## src/rtl/demux9bit_1to2_pkg.sv

```systemverilog
// Shared definitions for the 9-bit 1:2 demultiplexer: select codes,
// discard counter width and default word width / FIFO depth.
// No logic; imported by the top level.
package demux9bit_1to2_pkg;

  localparam int DEFAULT_WIDTH = 9;
  localparam int DEFAULT_DEPTH = 2;
  localparam int DROP_CNT_W    = 8;

  typedef logic [1:0] sel_t;

  localparam sel_t SEL_A = 2'd0;
  localparam sel_t SEL_B = 2'd1;

  // Codes 2 and 3 both mean "discard": only the upper bit matters.
  function automatic logic is_discard(input sel_t sel);
    return sel[1];
  endfunction

endpackage

```

## src/rtl/demux9bit_1to2_sync_fifo.sv

```systemverilog
// Purpose: single-clock FIFO, DEPTH entries of WIDTH bits, registered storage.
// Latency: a word pushed at edge N is visible on rdata after edge N (no bypass).
// Backpressure: push ignored while full (even with a same-cycle pop); pop ignored while empty.
// Ports: Clk, Rst (async active-low), push/wdata write side, pop/rdata read side,
//        full/empty status derived from the occupancy count.
module sync_fifo #(
  parameter int WIDTH = 9,
  parameter int DEPTH = 2
) (
  input  logic             Clk,
  input  logic             Rst,
  input  logic             push,
  input  logic             pop,
  input  logic [WIDTH-1:0] wdata,
  output logic [WIDTH-1:0] rdata,
  output logic             full,
  output logic             empty
);

  localparam int PW = (DEPTH > 1) ? $clog2(DEPTH) : 1;
  localparam int CW = PW + 1;
  localparam logic [CW-1:0] FULL_CNT = CW'(DEPTH);

  logic [WIDTH-1:0] mem [DEPTH];
  logic [PW-1:0]    wptr;
  logic [PW-1:0]    rptr;
  logic [CW-1:0]    count;
  logic             wr_en;
  logic             rd_en;

  assign full  = (count == FULL_CNT);
  assign empty = (count == '0);

  // Full blocks the write even when a pop frees a slot in the same cycle,
  // so in_ready upstream never depends on the consumer's ready.
  assign wr_en = push && !full;
  assign rd_en = pop && !empty;

  // Head entry; when empty it shows whatever was last stored there (0 after reset).
  assign rdata = mem[rptr];

  always_ff @(posedge Clk or negedge Rst) begin
    if (!Rst) begin
      for (int i = 0; i < DEPTH; i++) begin
        mem[i] <= '0;
      end
      wptr  <= '0;
      rptr  <= '0;
      count <= '0;
    end else begin
      if (wr_en) begin
        mem[wptr] <= wdata;
        wptr      <= wptr + PW'(1);
      end
      if (rd_en) begin
        rptr <= rptr + PW'(1);
      end
      case ({wr_en, rd_en})
        2'b10:   count <= count + CW'(1);
        2'b01:   count <= count - CW'(1);
        default: count <= count;
      endcase
    end
  end

endmodule

```

## src/rtl/demux9bit_1to2.sv

```systemverilog
// Purpose: buffered 1:2 demux; routes each accepted word to FIFO A or B by in_sel, drops codes 2/3.
// Latency: one cycle from accepting edge to out*_valid.
// Backpressure: in_ready depends only on in_sel and the selected FIFO's full flag; discards always accepted.
// Ports: in_data/in_sel/in_valid/in_ready input channel; outA_*/outB_* output channels
//        (valid/ready); drop_count saturating discard counter; err sticky discard flag.
module demux9bit_1to2
  import demux9bit_1to2_pkg::*;
#(
  parameter int WIDTH = DEFAULT_WIDTH,
  parameter int DEPTH = DEFAULT_DEPTH
) (
  input  logic                  Clk,
  input  logic                  Rst,
  input  logic [WIDTH-1:0]      in_data,
  input  logic [1:0]            in_sel,
  input  logic                  in_valid,
  output logic                  in_ready,
  output logic [WIDTH-1:0]      outA_data,
  output logic                  outA_valid,
  input  logic                  outA_ready,
  output logic [WIDTH-1:0]      outB_data,
  output logic                  outB_valid,
  input  logic                  outB_ready,
  output logic [DROP_CNT_W-1:0] drop_count,
  output logic                  err
);

  logic full_a, empty_a;
  logic full_b, empty_b;
  logic accept;
  logic push_a, push_b;
  logic pop_a, pop_b;
  logic discard;

  always_comb begin
    in_ready = 1'b1;
    case (in_sel)
      SEL_A:   in_ready = !full_a;
      SEL_B:   in_ready = !full_b;
      default: in_ready = 1'b1;
    endcase
  end

  assign accept  = in_valid && in_ready;
  assign push_a  = accept && (in_sel == SEL_A);
  assign push_b  = accept && (in_sel == SEL_B);
  assign discard = accept && is_discard(in_sel);

  assign outA_valid = !empty_a;
  assign outB_valid = !empty_b;
  assign pop_a      = outA_valid && outA_ready;
  assign pop_b      = outB_valid && outB_ready;

  sync_fifo #(
    .WIDTH (WIDTH),
    .DEPTH (DEPTH)
  ) u_fifo_a (
    .Clk   (Clk),
    .Rst   (Rst),
    .push  (push_a),
    .pop   (pop_a),
    .wdata (in_data),
    .rdata (outA_data),
    .full  (full_a),
    .empty (empty_a)
  );

  sync_fifo #(
    .WIDTH (WIDTH),
    .DEPTH (DEPTH)
  ) u_fifo_b (
    .Clk   (Clk),
    .Rst   (Rst),
    .push  (push_b),
    .pop   (pop_b),
    .wdata (in_data),
    .rdata (outB_data),
    .full  (full_b),
    .empty (empty_b)
  );

  // Discard bookkeeping: counter saturates at all-ones, err is sticky until reset.
  always_ff @(posedge Clk or negedge Rst) begin
    if (!Rst) begin
      drop_count <= '0;
      err        <= 1'b0;
    end else if (discard) begin
      if (drop_count != '1) begin
        drop_count <= drop_count + DROP_CNT_W'(1);
      end
      err <= 1'b1;
    end
  end

endmodule

```

## config.mk

```make
export PLATFORM = sky130hd
export DESIGN_NAME = demux9bit_1to2
export DESIGN_NICKNAME = d
export VERILOG_FILES = /design/src/rtl/demux9bit_1to2_pkg.sv /design/src/rtl/demux9bit_1to2_sync_fifo.sv /design/src/rtl/demux9bit_1to2.sv
export SDC_FILE = /design/constraint.sdc
export NUM_CORES = 1
export LEC_CHECK = 0
export CAP_MARGIN = 20
export CORE_MARGIN = 4
export CORE_UTILIZATION = 47
export DETAILED_ROUTE_END_ITERATION = 10
export PLACE_DENSITY = 0.8
export SLEW_MARGIN = 5
export SYNTH_ARGS = -nofsm -noshare
export SYNTH_HDL_FRONTEND = slang
export SYNTH_HIERARCHICAL = 1
export SYNTH_SLANG_ARGS = --single-unit
export TNS_END_PERCENT = 10
```

## constraint.sdc

```tcl
create_clock -name Clk -period 1.62 [get_ports Clk]
set_input_delay 0.243 -clock Clk [delete_from_list [all_inputs] [get_ports Clk]]
set_output_delay 0.243 -clock Clk [all_outputs]
set_load 0.1 [all_outputs]
```

### Word-level counts from Yosys, hierarchy flattened

Index checks and enable logic that the tools add are counted.

| storage, ports and cells | value |
|---|---|
| input port bits | 16 |
| register bits | 53 |
| word-level logic and storage cells | 76 |

| cells by class | value |
|---|---|
| $add $sub $neg | 9 |
| reductions and logical operators | 22 |
| equal/unequal tests | 8 |
| order comparisons | 6 |
| bitwise operators | 4 |
| multiplexer cells | 15 |

Operators by type and width:

| cell | number |
|---|---|
| two-way mux 9 bit | 8 |
| bitwise mux 18 bit | 2 |
| demux 9 bit (select 1 bit) | 2 |
| logical AND 1 bit | 12 |
| adder 8 x 1 -> 8 bit, second input constant | 1 |
| equality test 2 bit, second input constant | 4 |
| >= comparator 2 bit, second input constant | 4 |
| inequality test 8 bit, second input constant | 1 |
| NOT 1 -> 2 bit | 4 |
| one-hot mux 2 bit (2 select lines) | 2 |
| equality test 2 x 1 -> 1 bit, second input constant | 3 |
| logical NOT 2 bit | 3 |
| adder 1 bit, second input constant | 4 |
| adder 2 x 1 -> 2 bit, second input constant | 2 |
| logical NOT 1 bit | 4 |
| less-than comparator 2 x 1 -> 1 bit, second input constant | 2 |
| nonzero test 2 bit | 2 |
| subtractor 2 x 1 -> 2 bit, second input constant | 2 |
| one-hot mux 1 bit (2 select lines) | 1 |
| AND reduction 2 bit | 1 |

### Depth between registers and ports, before layout

Gate-level depths: netlist (run 1).

| logic depth | value |
|---|---|
| depth in word-level cells | 8 |
| depth in mapped cells | 8 |

### Modules after synthesis

The synthesis (run 1) kept the hierarchy.

Modules (own cells, without submodules):

| module | seq. area each (um2) | times used | area an instance (um2) | cells each |
|---|---|---|---|---|
| sync_fifo | 550.5 | 2 | 992.2 | 66 |
| demux9bit_1to2 | 225.2 | 1 | 504.2 | 48 |

### Worst setup path before layout (run 1)

Ideal clock, no wire load.

| timing path | value |
|---|---|
| kind | reg2reg |
| start | register drop_count[0] |
| end | register drop_count[1] |
| buffers on the path | 0 |
| path slack | -0.533 ns |
| required time | 1.494 ns |
| cell stages (with the launch flop) | 6 |
| period minus slack after synthesis | 2.153 ns |
| library setup time | 0.126 ns |
| arrival | 2.027 ns |
| path through | dfrtp_1 ha_1 nand4_1 nor2_2 or2_4 mux2_4 |

| on the way | value |
|---|---|
| word-level cells in the longest chain between the ends | 2 |

RTL lines:

| what | RTL line | text |
|---|---|---|
| start, declared | demux9bit_1to2.sv:24 | `output logic [DROP_CNT_W-1:0] drop_count,` |
| start signal, assigned | demux9bit_1to2.sv:89 | `drop_count <= drop_count + DROP_CNT_W'(1);` |
| parallel branches: the longest is 2 deep, another holds adder 8 x 1 -> 8 bit | - |  |

Parallel ways; which one is timed is not known.
A chain may end at the register's enable or synchronous reset.

### Worst setup path in the final report (run 1)

| timing path | value |
|---|---|
| start | register u_fifo_a.count[1] |
| end | register u_fifo_a/mem[10] in the netlist's numbering |

| on the way | value |
|---|---|
| word-level cells in the longest chain between the ends | 6 |

RTL lines:

| what | RTL line | text |
|---|---|---|
| start, declared | demux9bit_1to2_sync_fifo.sv:27 | `logic [CW-1:0] count;` |
| start signal, assigned | demux9bit_1to2_sync_fifo.sv:59 | `2'b10: count <= count + CW'(1);` |
| start signal, assigned | demux9bit_1to2_sync_fifo.sv:60 | `2'b01: count <= count - CW'(1);` |
| start signal, assigned | demux9bit_1to2_sync_fifo.sv:61 | `default: count <= count;` |
| equality test 2 bit | demux9bit_1to2_sync_fifo.sv:31 | `assign full = (count == FULL_CNT);` |
| named net full_a | demux9bit_1to2.sv:28 | `logic full_a, empty_a;` |
| logical NOT 1 bit | demux9bit_1to2.sv:38 | `SEL_A: in_ready = !full_a;` |
| one-hot mux 1 bit (2 select lines) | demux9bit_1to2.sv:37 | `case (in_sel)` |
| logical AND 1 bit | demux9bit_1to2.sv:44 | `assign accept = in_valid && in_ready;` |
| logical AND 1 bit | demux9bit_1to2.sv:45 | `assign push_a = accept && (in_sel == SEL_A);` |
| named net push_a | demux9bit_1to2.sv:31 | `logic push_a, push_b;` |
| logical AND 1 bit | demux9bit_1to2_sync_fifo.sv:36 | `assign wr_en = push && !full;` |
| end signal, assigned by index | demux9bit_1to2_sync_fifo.sv:52 | `mem[wptr] <= wdata;` |
| end, declared | demux9bit_1to2_sync_fifo.sv:24 | `logic [WIDTH-1:0] mem [DEPTH];` |

The timed path passes the listed nets, and every way through them passes these cells.

==> metrics.md, run 1 <==
| Metric | Value |
|---|---|
| Critical R2R Capture | u_fifo_a/mem[10]$_DFFE_PN0P_ |
| Reg2reg setup slack | -0.16 ns |
| Mux contribution to synthesized area | 26.0% |
| First-pass iteration count of the detailed router | 4 |
| Compound-gate portion of the synthesized area | approximately 1.1% |
| Final #Nets | 276 |
| Max Freq | 563 MHz |
| Synth Area in XOR/XNOR | under 10% |
| Failing checks | negative setup slack |
| Skew final | 0.00653 ns |
| Vias in the first global route | 1760 |
| Die height | 80.8 microns |
| Antenna diodes | 0 |
| Cell Rows | 26 |
| Worst skew pair latency | roughly 0.31 ns |
| Initial DRC Count | 94 |
| Clock transition at path regs | 0.10 ns |
| Worst stage delay on the critical path | 0.42 ns |
| Number of max-cap violations | 0 |
| Pin count of the biggest net entering global routing | 54 |
| Antenna viol nets, final | 0 |
| Area share of the largest cell type after synthesis | 53.3% |
| WL final | between 5 and 6 mm |
| I/O pin count | 46 |
| Startpoint types | flop |
| Worst setup path category | flop to flop |
| Via count | about 1700 |
| Critical path peak fanout | 4 |
| Initial antenna violation count | 0 |
| Flops & latches, synth | 53 |
| Syn_area_per_cell | 13.8 sq um |
| Critical path origin | u_fifo_a/count[1]$_DFFE_PN0P_ |
| Synth warnings | 6 |
| First-pass GRT wire length | 8.69 mm |
| Synth area leader | dfrtp_1 |
| Num CTS Buffers | 5 |
| Synthesized area | 2490 sq um |
| Post-synthesis sequential area ratio | 53.3% |
| Final Cycle Share | 110% |
| Sink Count | 53 |
| Placed Instances | 312 |
| Worst EP arrival | 1.98 ns |
| PortBufs | 45 |
| Die W | 80.8 microns |
| Fill cells | 307 |
| Die ar. | 6520 sq um |
| Worst Tran Pin Value | 0.291 ns |
| Synth cell types | 32 |
| Post-route setup slack | -0.158 ns |
| Run status | finished with violations |
| Worst min-delay path class | input pin to asynchronous set/reset pin |
| Vias per cell | 5.05 |
| Slew headroom | around 81% |
| Most frequent cells in the layout | dfrtp_1, buf_12, mux2_2 |
| Post-Synth Adder-Cell Area | under 10% |
| Gr usage total | 17.7% |
| Total gr overflow | 0 |
| Commonest non-fill, non-tap cell in the layout | dfrtp_1 |
| Fin crit period | ~1.8 ns |
| Routed len/inst | 16.7 microns |
| Area contributors post-synth | dfrtp_1, mux2_2, xnor2_1 |
| Setup violators final | 48 |
| Placeable Area | 5110 sq um |
| R2R depth | 6 |
| Syn nets | 199 |
| Syn-to-layout area delta | 54.2% |
| R2R Path Start | u_fifo_a/count[1]$_DFFE_PN0P_ |
| Final hold violation count | 0 |
| CTS tree | yes |
| DR DRC count | 0 |
| CP Data Required Time | 1.82 ns |
| Post-synthesis simple-gate area fraction | 10.3% |
| Gp weighted congestion | 0.795 |
| RSZ-0062 raised after global routing | yes |
| Slowest stage cell, crit path | dfrtp_1 |
| Max clock buf depth | 2 |
| Fin. max-slew vios | 0 |
| HPWL after detailed placement | 3.56 mm |
| Layout cell share with drive strength beyond 1 | 59.3% |
| Combinational family with the most area after synthesis | multiplexers |
| Root buf cell | clkbuf_8 |
| Crit path cell chain | nand2b_4, inv_4, nor4b_4, nor3b_4, buf_4, mux2_2 |
| Initial Util | 48.7% |
| Setup crit end | u_fifo_a/mem[10]$_DFFE_PN0P_ |
| Cells after synthesis | 180 |
| H-tree depth | 2 |
| Post-Layout Cell Count | 328 |
| Worst Setup End Kind | flop |
per-layer routing:
metal / vias up / part of all wire (%) / global-route usage (%)
met5: - / 0 / 0
met4: 0 / 2.1 / 6.76
met3: 9 / 4.3 / 3.99
met2: 42 / 52 / 29.4
met1: 827 / 42 / 22.5
li1: 777 / - / -
Yosys cell counts, drive strengths merged:
library cell / count
mux2: 56
dfrtp: 53
nor2: 8
xnor2: 8
nand2: 7
buf: 6
xor2: 6
and3: 4
inv: 4
nor2b: 4
ha: 3
nand2b: 3
nand3: 3
a31oi: 2
nand4: 2
nor3: 2
nor3b: 2
or2: 2
a21boi: 1
and4bb: 1
mux2i: 1
nor4b: 1
o21bai: 1
critical path: cells and delay by family, from the launching register on:
family,cells,cell delay [ns]
buffers and inverters,2,0.22
flip-flops,1,0.42
multiplexers,1,0.34
AND/OR/NAND/NOR,3,0.68
registers in the layout, indices dropped and copies added (netlist names), 2 cells and up:
signal and cells:
u_fifo_a/count 2, drop_count 8, u_fifo_a/mem 18, u_fifo_b/count 2, u_fifo_b/mem 18
timing repair:
item                                   4_1_cts  5_1_grt
pin swaps                                    6        1
resized for setup                           10       31
buffers inserted                             3        3
setup endpoints to repair                   57       60
endpoints found under the hold margin       53        0
hold buffers                                 1        0
cloned                                       0        1
cells by family after synthesis:
kind of cell	after synthesis
flip-flops	53
XOR/XNOR	14
adder cells (fa/ha/maj)	3
AND/OR/NAND/NOR	39
buffers and inverters	10
AO/OA/AOI/OAI	4
multiplexers	57
worst min-delay path by stage:
| stage | slack, ns | endpoint |
|---|---|---|
| 2_1_floorplan | -0.05 | drop_count[2]$_DFFE_PN0P_ |
| 3_3_place_gp | 0.26 | u_fifo_b/mem[1]$_DFFE_PN0P_ |
| 3_5_place_dp | 0.25 | u_fifo_b/mem[1]$_DFFE_PN0P_ |
| 4_1_cts | 0.46 | u_fifo_b/mem[1]$_DFFE_PN0P_ |
| 5_1_grt | 0.47 | u_fifo_a/mem[1]$_DFFE_PN0P_ |
| 6_report | 0.45 | u_fifo_b/mem[1]$_DFFE_PN0P_ |
layout make-up:
type / count / area, sq um / share of cell area, %
Sequential cell: 53 / 1340 / 35.0
Multi-Input combinational cell: 117 / 1230 / 32.2
Timing Repair Buffer: 76 / 1040 / 27.0
Tap cell: 70 / 87.6 / 2.28
Clock buffer: 5 / 68.8 / 1.79
Clock inverter: 3 / 46.3 / 1.21
Inverter: 4 / 20.0 / 0.522
per-stage QoR:
stage	worst slack (ns)	TNS (ns)	hold slack, ns	area [sq um]	utilization, %
after floorplan	-0.0346	-0.0642	-0.0526	2520	-
after global placement	-0.285	-10.18	0.256	3510	68.7
after detailed placement	-0.351	-12.28	0.255	3510	68.7
after CTS	-0.143	-2.61	0.457	3690	72.3
after global routing	-0.241	-6.77	0.467	3840	75.2
final	-0.158	-2.99	0.446	3840	75.2
Power of run 1 is left out: the tool's default activity adds up to more than one toggle a clock period on the data nets, which glitch-free logic cannot reach.
==> run 2, diff against run 1 <==
--- a/config.mk
+++ b/config.mk
@@ -7,8 +7,10 @@
 export LEC_CHECK = 0
 export CAP_MARGIN = 20
+export CORE_ASPECT_RATIO = 1.5
 export CORE_MARGIN = 4
 export CORE_UTILIZATION = 47
 export DETAILED_ROUTE_END_ITERATION = 10
 export PLACE_DENSITY = 0.8
+export REMOVE_ABC_BUFFERS = 1
 export SLEW_MARGIN = 5
 export SYNTH_ARGS = -nofsm -noshare
==> constraint.sdc (replaced) <==
create_clock -name Clk -period 1.62 [get_ports Clk]
set_input_delay 0.243 -clock Clk [delete_from_list [all_inputs] [get_ports Clk]]
set_output_delay 0.243 -clock Clk [all_outputs]
set_load 0.01 [all_outputs]
==> metrics.md, run 2 (same netlist as run 1, synthesis figures left out) <==
| Metric | Value |
|---|---|
| Run status | finished with violations |
| Failing checks | negative setup slack |
| Worst setup path category | flop to flop |
| Via count | 1669 |
| Worst Setup End Kind | flop |
| HPWL after detailed placement | 3.61 mm |
| Max clock buf depth | 2 |
| Routed len/inst | 15.7 microns |
| PortBufs | 45 |
| Worst Tran Pin Value | roughly 0.29 ns |
| Buf/Inv on CP | 3 |
| Slowest stage cell, crit path | dfrtp_1 |
| Initial Util | 48.6% |
| Overall power | 6.47 mW |
| Die W | 67.4 microns |
| I/O pin count | 46 |
| First-pass GRT wire length | 8.75 mm |
| Final Cycle Share | 107% |
| Die ar. | 6550 sq um |
| Total gr overflow | 0 |
| CP top delay family | simple AND/OR/NAND/NOR gates |
| Final hold violation count | 0 |
| RSZ-0062 raised after global routing | yes |
| Sink Count | 53 |
| Critical path peak fanout | 5 |
| Startpoint types | flop |
| Vias per cell | 5.09 |
| Commonest non-fill, non-tap cell in the layout | dfrtp_1 |
| Die height | 97.1 microns |
| Root buf cell | clkbuf_8 |
| Max VDD drop | 1.07 mV |
| Clock transition at path regs | 0.09 ns |
| Initial DRC Count | 67 |
| Max Freq | between 500 and 600 MHz |
| Fin. max-slew vios | 0 |
| Num CTS Buffers | 5 |
| H-tree depth | 2 |
| Worst hold slack | 0.440 ns |
| Layout cell share with drive strength beyond 1 | about half |
| Placed instance area | 3180 sq um |
| CP Data Required Time | 1.81 ns |
| Worst EP arrival | 1.92 ns |
| Cell area after layout | ~3400 sq um |
| Fill cells | 418 |
| Power per cell area | 1880 nW/um^2 |
| DR DRC count | 0 |
| Placed Instances | 313 |
| Number of max-cap violations | 0 |
| Cell Rows | 32 |
| Pin count of the biggest net entering global routing | 54 |
| Final #Nets | 278 |
| Initial antenna violation count | 0 |
| Gr usage total | between 15 and 20% |
| CTS tree | yes |
| Biggest regs | u_fifo_a/mem x18, u_fifo_b/mem x18, drop_count x8 |
| Fin crit period | about 1.7 ns |
| Post-route setup slack | -0.107 ns |
| Worst stage delay on the critical path | 0.42 ns |
| Static leakage | 1.56 nW |
| WL final | 5.15 mm |
| Antenna diodes | 0 |
| Reg2reg setup slack | -0.11 ns |
| Gp weighted congestion | between 0.7 and 0.8 |
| Worst skew pair latency | approximately 0.31 ns |
| Placeable Area | between 5000 and 6000 sq um |
| First-pass iteration count of the detailed router | 4 |
| Crit path cell chain | nand2b_4, inv_4, nor4b_4, buf_4, nor3b_4, buf_6, mux2_2 |
| Skew final | 0.00715 ns |
| Antenna viol nets, final | 0 |
| Syn-to-layout area delta | 38.5% |
| Worst min-delay path class | input pin to asynchronous set/reset pin |
| Post-Layout Cell Count | 328 |
| Setup violators final | a little over 40 |
| Most frequent cells in the layout | dfrtp_1, mux2_2, buf_4 |
| Slew headroom | 80.8% |
| Vias in the first global route | 1825 |
## run 2: cell count changes in the layout (fill, tap and decap cells not counted), sizes merged
| cell | before | now |
|---|---|---|
| dlymetal6s2s | 0 | 2 |
| buf | 61 | 43 |
| dlygate4sd2 | 0 | 10 |
| clkbuf | 5 | 6 |
| clkdlybuf4s15 | 0 | 1 |
| clkdlybuf4s50 | 14 | 21 |
| clkinvlp | 1 | 0 |
## run 2: power by group
group          switching, mW  internal [mW]  total, mW
logic                   1.28           1.96       3.24
registers              0.397           1.95       2.35
clock network          0.421          0.464      0.885
total                   2.09           4.38       6.47
## run 2: per-layer routing
metal / GRT usage, % / up-vias / part of all wire, %
li1: - / 786 / -
met3: 3.82 / 7 / 4.5
met4: 5.16 / 0 / 1.4
met1: 20.8 / 837 / 38
met2: 29.9 / 39 / 56
met5: 0 / - / 0
## run 2: repair_timing
item                                   4_1_cts  5_1_grt
pin swaps                                    2        0
gates resized for setup                     63       26
hold buffers                                 1        0
buffers inserted                             5        1
endpoints found under the hold margin       53        0
gates cloned                                 0        0
setup endpoints to repair                   60       59
## run 2: tightest hold or removal path: stages
cell and delay, ns:
dlygate4sd3_1 0.52, buf_2 0.12, buf_12 0.25
## run 2: cell type report
cell class,instances,area (sq um),area share (%)
Timing Repair Buffer,78,702,20.4
Multi-Input combinational cell,117,1200,34.9
Sequential cell,53,1330,38.5
Clock buffer,6,72.6,2.11
Tap cell,68,85.1,2.47
Inverter,4,17.5,0.508
Clock inverter,2,38.8,1.13
## run 2: final timing paths
path | start | to | cells after the start
setup / recovery | u_fifo_a/count[1]$_DFFE_PN0P_ | u_fifo_a/mem[17]$_DFFE_PN0P_ | 7
hold reg to reg | err$_DFFE_PN0P_ | err$_DFFE_PN0P_ | 1
setup reg to reg | u_fifo_a/count[1]$_DFFE_PN0P_ | u_fifo_a/mem[17]$_DFFE_PN0P_ | 7
min in group Clk | err$_DFFE_PN0P_ | err$_DFFE_PN0P_ | 1
max in group asynchronous | Rst | u_fifo_a/rptr$_DFFE_PN0P_ | 3
hold / removal | Rst | u_fifo_b/count[1]$_DFFE_PN0P_ | 3
## run 2: metrics by stage
step                TNS [ns]  util [%]  setup WS (ns)
global placement      -13.40      62.1         -0.350
floorplan              -5.90         -         -0.285
CTS                    -2.66      65.6         -0.111
detailed placement    -14.62      62.1         -0.412
global route           -5.86      67.3         -0.203
finish                 -2.06      67.3         -0.107
(Power assumes the default switching activity.)
==> run 3, diff against run 2 <==
- CORE_UTILIZATION: 47 -> 50
- PLACE_DENSITY: 0.8 -> 0.81
- SYNTH_HIERARCHICAL: 1 -> default
- clock period: 1.62 -> 2 ns (I/O delays scaled with it)
==> metrics.md, run 3 <==
| Metric | Value |
|---|---|
| Gp weighted congestion | 0.779 |
| Area of the multi-input gates | approximately 1100 sq um |
| Syn-to-layout area delta | 30.2% |
| Buf/Inv on CP | 1 |
| First-pass iteration count of the detailed router | 4 |
| Worst stage delay on the critical path | 0.50 ns |
| First-pass GRT wire length | approximately 9.0 mm |
| Cells after synthesis | 169 |
| Synth cell types | 34 |
| Antenna diodes | 0 |
| Fin. max-slew vios | 0 |
| Placed instance area | 3050 sq um |
| CP Data Required Time | 1.70 ns |
| Layout cell share with drive strength beyond 1 | about 39% |
| Reg2reg setup slack | 0.19 ns |
| Area share of the largest cell type after synthesis | 54.2% |
| Overall power | 4.79 mW |
| Root buf cell | clkbuf_8 |
| DR DRC count | 0 |
| Critical path origin | u_fifo_a.count[0]$_DFFE_PN0P_ |
| Most common cell in the netlist | mux2_2 |
| HPWL after detailed placement | 3.98 mm |
| Area contributors post-synth | dfrtp_1, mux2_2, xnor2_1 |
| Max clock buf depth | 2 |
| Vias per cell | 5.39 |
| CTS tree | yes |
| RSZ-0062 raised after global routing | no |
| Syn_area_per_cell | 14.5 sq um |
| Max Freq | 538 MHz |
| Initial antenna violation count | 0 |
| Fin crit period | 1.86 ns |
| Worst EP arrival | 1.56 ns |
| Placeable Area | 4620 sq um |
| Synth warnings | 0 |
| Worst skew pair latency | 0.31 ns |
| Synth cell count leaders | mux2_2, dfrtp_1, xnor2_1 |
| Post-Layout Cell Count | a little under 300 |
| Die ar. | between 6000 and 7000 sq um |
| Asr flop ratio synth | 100% |
| Vias in the first global route | 1872 |
| Pin count of the biggest net entering global routing | 21 |
| Cell Rows | 30 |
| PortBufs | 45 |
| Post-synth EDFFs | 0 |
| H-tree depth | 2 |
| R2R Path Start | u_fifo_a.count[1]$_DFFE_PN0P_ |
| Slowest stage cell, crit path | clkdlybuf4s50_1 |
| Die height | 93.6 microns |
| Initial DRC Count | 42 |
| Top_reg_cell synth | dfrtp_1 |
| Worst Tran Pin Value | 0.447 ns |
| Crit path cell chain | or2_2, clkdlybuf4s50_1 |
| Sink Count | 53 |
| Cell area after layout | 3180 sq um |
| Flops & latches, synth | 53 |
| Antenna viol nets, final | 0 |
| Synth area leader | dfrtp_1 |
| Skew final | ~0.007 ns |
| Num CTS Buffers | 5 |
| Fill cells | around 370 |
| Via count | 1606 |
| Worst setup path category | flop to output port |
| Max VDD drop | around 0.95 mV |
| Final Cycle Share | 92.9% |
| Routed len/inst | 17.9 microns |
| Most frequent cells in the layout | mux2_2, dfrtp_1, clkdlybuf4s50_1 |
| Critical R2R Capture | u_fifo_a.count[1]$_DFFE_PN0P_ |
| Startpoint types | flop |
| Commonest non-fill, non-tap cell in the layout | mux2_2 |
| Synthesized area | ~2400 sq um |
| Worst Setup End Kind | output port |
| Cell depth of the worst setup path | 2 |
| Die W | roughly 65 microns |
| Biggest regs | u_fifo_a.mem x18, u_fifo_b.mem x18, drop_count x8 |
| I/O pin count | between 40 and 50 |
| CP top delay family | buffers and inverters |
| Gr usage total | 19.3% |
| Run status | finished clean |
| Static leakage | 1.38 nW |
| Setup crit end | outA_valid |
| Total gr overflow | 0 |
| Power per cell area | around 1500 nW/um^2 |
| R2R depth | 6 |
| Seq. cell area | about 1300 sq um |
| Critical path peak fanout | 4 |
| Slew headroom | 70.2% |
| Setup violators final | 0 |
| Final #Nets | between 200 and 300 |
| Clock transition at path regs | 0.10 ns |
| Initial Util | 53.0% |
| Number of max-cap violations | 0 |
| Worst min-delay path class | input pin to asynchronous set/reset pin |
| Placed Instances | 287 |
| Final hold violation count | 0 |
| WL final | 5.33 mm |
| Post-synthesis sequential area ratio | 54.2% |
==> run 3: worst register-to-register path, stage by stage (launching register included) <==
cell and delay, ns:
dfrtp_1 0.43, nor2b_4 0.15, buf_4 0.15, or3_1 0.37
ha_1 0.33, nor2_1 0.15, xor2_1 0.17
==> run 3: how the worst min path moves through the flow <==
stage                     start                           to  slack, ns  depth (start not counted)
after floorplan             Rst    drop_count[0]$_DFFE_PN0P_      0.004                          0
after global placement      Rst  u_fifo_b.mem[6]$_DFFE_PN0P_       0.25                          1
after detailed placement    Rst  u_fifo_b.mem[8]$_DFFE_PN0P_       0.27                          1
after CTS                   Rst  u_fifo_b.mem[8]$_DFFE_PN0P_       0.47                          2
after global routing        Rst  u_fifo_b.mem[8]$_DFFE_PN0P_       0.49                          2
final                       Rst  u_fifo_b.mem[8]$_DFFE_PN0P_       0.46                          2
==> run 3: layer usage <==
layer	global-route usage, %	part of all wire [%]	wire length [microns]
met5	0	0	0
met4	7.27	1.2	63
met3	4.57	4.6	245
met2	35.1	55	2920
met1	21.4	39	2100
==> run 3: timing repair <==
item | in CTS | in global routing
buffers inserted | 2 | 0
endpoints found under the setup margin | 19 | 1
resized for setup | 25 | 1
endpoints found under the hold margin | 18 | 0
hold buffers | 1 | 0
==> run 3: power by group <==
group | leakage (nW) | internal [mW] | switching [mW]
registers | 0.637 | 1.58 | 0.449
logic | 0.689 | 1.25 | 0.780
clock network | 0.0554 | 0.376 | 0.353
total | 1.38 | 3.21 | 1.58
==> run 3: through the flow <==
| step | setup TNS (ns) | setup WS (ns) | hold slack [ns] | utilization, % |
|---|---|---|---|---|
| finish | 0 | 0.141 | 0.460 | 68.9 |
| floorplan | 0 | 0.410 | 0.00441 | - |
| global placement | 0 | 0.0192 | 0.249 | 66.1 |
| CTS | 0 | 0.0382 | 0.470 | 68.9 |
| global route | 0 | 0.0972 | 0.487 | 68.9 |
| detailed placement | -0.0463 | -0.0463 | 0.266 | 66.1 |
==> run 3: layout make-up <==
class / count / share of cell area [%]
Clock inverter: 2 / 1.22
Inverter: 1 / 0.118
Sequential cell: 53 / 41.8
Tap cell: 64 / 2.52
Clock buffer: 6 / 2.28
Multi-Input combinational cell: 111 / 34.9
Timing Repair Buffer: 61 / 17.2
==> run 3: cell families after synthesis <==
| group | Yosys count | synth area share (%) |
|---|---|---|
| buffers and inverters | 5 | 0.818 |
| AND/OR/NAND/NOR | 27 | 9.47 |
| flip-flops | 53 | 54.2 |
| XOR/XNOR | 13 | 4.66 |
| multiplexers | 57 | 26.2 |
| AO/OA/AOI/OAI | 11 | 3.07 |
| adder cells (fa/ha/maj) | 3 | 1.54 |
==> edit, RTL diff (config.mk and constraints of run 1) <==
`DROP_CNT_W`: 8 -> 9.
--- a/src/rtl/demux9bit_1to2_pkg.sv
+++ b/src/rtl/demux9bit_1to2_pkg.sv
@@ -5,7 +5,7 @@
 
   localparam int DEFAULT_WIDTH = 9;
   localparam int DEFAULT_DEPTH = 2;
-  localparam int DROP_CNT_W    = 8;
+  localparam int DROP_CNT_W    = 9;
 
   typedef logic [1:0] sel_t;
 
Ports: changed (resized drop_count); port bits go from 46 to 47. The function was not compared with the original's and may differ.
==> edit against run 1 <==
The flow still finishes with violations (setup timing); critical path depth increased by 1; setup slack got worse by 0.022 ns; clock skew decreased by 0.00095 ns; sequential share of layout area increased by 0.34 points; count of clock-buffer cells in the layout increased by 1; first-iteration DRC count decreased by 38%; fmax decreased by 1.2%; synthesized area increased by 0.70%; routed wire length decreased by 2.8%; design area increased by 2.1%; sequential cell count increased by 1; non-clock buffer count increased by 2.
Power is not shown: default switching activity piles up to over one toggle a cycle in this logic, so the estimate is an artifact.
==> edit: results (changes against run 1) <==
first-pass GRT wire length -> 8631 um (was 8694 um)
Avg Vias per Cell -> 4.948 (was 5.046)
Port Buffers -> 46 (was 45)
Synth cell types -> 26 (was 32)
depth of the worst register-to-register path -> 7 (was 6)
DP HPWL -> 3665 um (was 3559 um)
placer congestion estimate -> 0.7470 (was 0.7952)
CTS root buf -> clkbuf_8 (unchanged)
H-tree depth -> 2 (unchanged)
Seq/Total Area, Yosys -> 0.5392 (was 0.5329)
yosys warns -> 6 (unchanged)
grt met2 use -> 0.3144 (was 0.2939)
pre-CTS setup slack -> -0.5077 ns (was -0.3508 ns)
Worst Hold Class -> input port to asynchronous set/reset pin (unchanged)
Antenna diodes -> 0 (unchanged)
clock skew -> 0.005583 ns (was 0.006529 ns)
CP arrival -> 1.99 ns
Nets -> 276 (unchanged)
final worst slack -> -0.1800 ns (was -0.1575 ns)
number of global-route vias before repair -> 1754 (was 1760)
Synth top cells by count -> mux2_2 (56), dfrtp_1 (54), xnor2_1 (9), xor2_1 (8), nor2_1 (6) (was mux2_2 (54), dfrtp_1 (53), xnor2_1 (8))
# setup viols final -> 55 (was 48)
Filler cells -> 325 (was 307)
ys async rst share -> 1.000 (unchanged)
status -> finished with violations (unchanged)
layout cells sized above 1 -> 0.6211 (was 0.5930)
worst hold slack -> 0.4610 ns (was 0.4457 ns)
Area after DPL -> 3603 um2 (was 3511 um2)
top flop regs -> u_fifo_a/mem: 18 flops, u_fifo_b/mem: 18 flops, drop_count: 9 flops (was u_fifo_a/mem: 18 flops, u_fifo_b/mem: 18 flops, drop_count: 8 flops)
RR Endpoint -> u_fifo_a/mem[9]$_DFFE_PN0P_ (was u_fifo_a/mem[10]$_DFFE_PN0P_)
maximum number of pins on one net before global-route repair -> 55 (was 54)
Worst-Margin Slew -> 0.3155 ns (was 0.2906 ns)
GRT met1 Usage -> 0.2125 (was 0.2254)
violated checks -> setup timing (unchanged)
clock buffer depth -> 2 (unchanged)
DR WL/cell -> 16.35 um (was 16.72 um)
GRT met3 Usage -> 0.03659 (was 0.03991)
Tot GR Track Use -> 0.1748 (was 0.1767)
Crit Path Max Fanout -> 5 (was 4)
starting DRC count in detailed routing -> 58 (was 94)
GRT busiest layer -> met2 (unchanged)
Synth area leaders -> dfrtp_1 (54%), mux2_2 (25%), xnor2_1 (3.1%) (was dfrtp_1 (53%), mux2_2 (24%), xnor2_1 (2.8%))
Critical R2R Launch -> u_fifo_a/count[0]$_DFFE_PN0P_ (was u_fifo_a/count[1]$_DFFE_PN0P_)
syn_nets -> 197 (was 199)
clock slew at reported path FFs -> 0.09 ns
[edit: cell type report]
type                       instances  share of cell area
clock buffer                       6             0.01852
clock inverter                     1            0.001916
inverter                           6            0.007024
multi-input combinational        111              0.3305
sequential                        54              0.3534
tap                               70             0.02235
timing repair buffer              78              0.2663
[edit: logic make-up (layout without fill, tap and decap cells)]
family                   count (synthesis)  count (layout)  share of synthesized area
multiplexers                            57              57                     0.2556
XOR/XNOR                                17              17                    0.05941
flip-flops                              54              54                     0.5392
AND/OR/NAND/NOR                         32              32                    0.09186
adder cells (fa/ha/maj)                  4               4                    0.01997
AO/OA/AOI/OAI                            1               1                   0.002997
buffers and inverters                   12              91                    0.03095
[edit: how the worst max path moves through the flow]
stage,from,end,slack (ns),cells past startpoint
after floorplan,drop_count[0]$_DFFE_PN0P_,drop_count[1]$_DFFE_PN0P_,-0.13,6
after global placement,in_valid,u_fifo_b/mem[10]$_DFFE_PN0P_,-0.46,6
after detailed placement,in_sel[1],u_fifo_a/mem[16]$_DFFE_PN0P_,-0.51,6
after CTS,u_fifo_b/count[1]$_DFFE_PN0P_,u_fifo_b/mem[17]$_DFFE_PN0P_,-0.16,7
after global routing,u_fifo_b/count[0]$_DFFE_PN0P_,u_fifo_b/mem[17]$_DFFE_PN0P_,-0.28,7
final,u_fifo_a/count[0]$_DFFE_PN0P_,u_fifo_a/mem[9]$_DFFE_PN0P_,-0.18,7
[edit: timing repair]
item / in CTS / in global routing
buffers inserted: 1 / 1
hold endpoints to repair: 54 / 0
pin swaps: 1 / 1
setup endpoints to repair: 61 / 65
gates resized for setup: 35 / 17
cloned: 1 / 0
hold buffers: 1 / 0
[edit: critical path: stages (launching register included)]
cell	delay, ns
dfrtp_1	0.37
nand2b_4	0.15
inv_4	0.04
nor4b_4	0.21
buf_4	0.16
nor3b_4	0.25
buf_6	0.19
mux2_4	0.31
[edit: through the flow]
step	TNS, ns	util	std cells
final	-5.441	0.7624	326
after global routing	-9.952	0.7624	326
after CTS	-4.933	0.7459	325
after detailed placement	-18.65	0.7011	315
after global placement	-16.10	0.7011	315
after floorplan	-3.255	-	177
[edit: per-layer routing]
| metal | wire (um) | vias up |
|---|---|---|
| met4 | 23 | 0 |
| met5 | 0 | - |
| met1 | 2196 | 811 |
| met2 | 2863 | 36 |
| met3 | 246 | 4 |
| li1 | - | 762 |
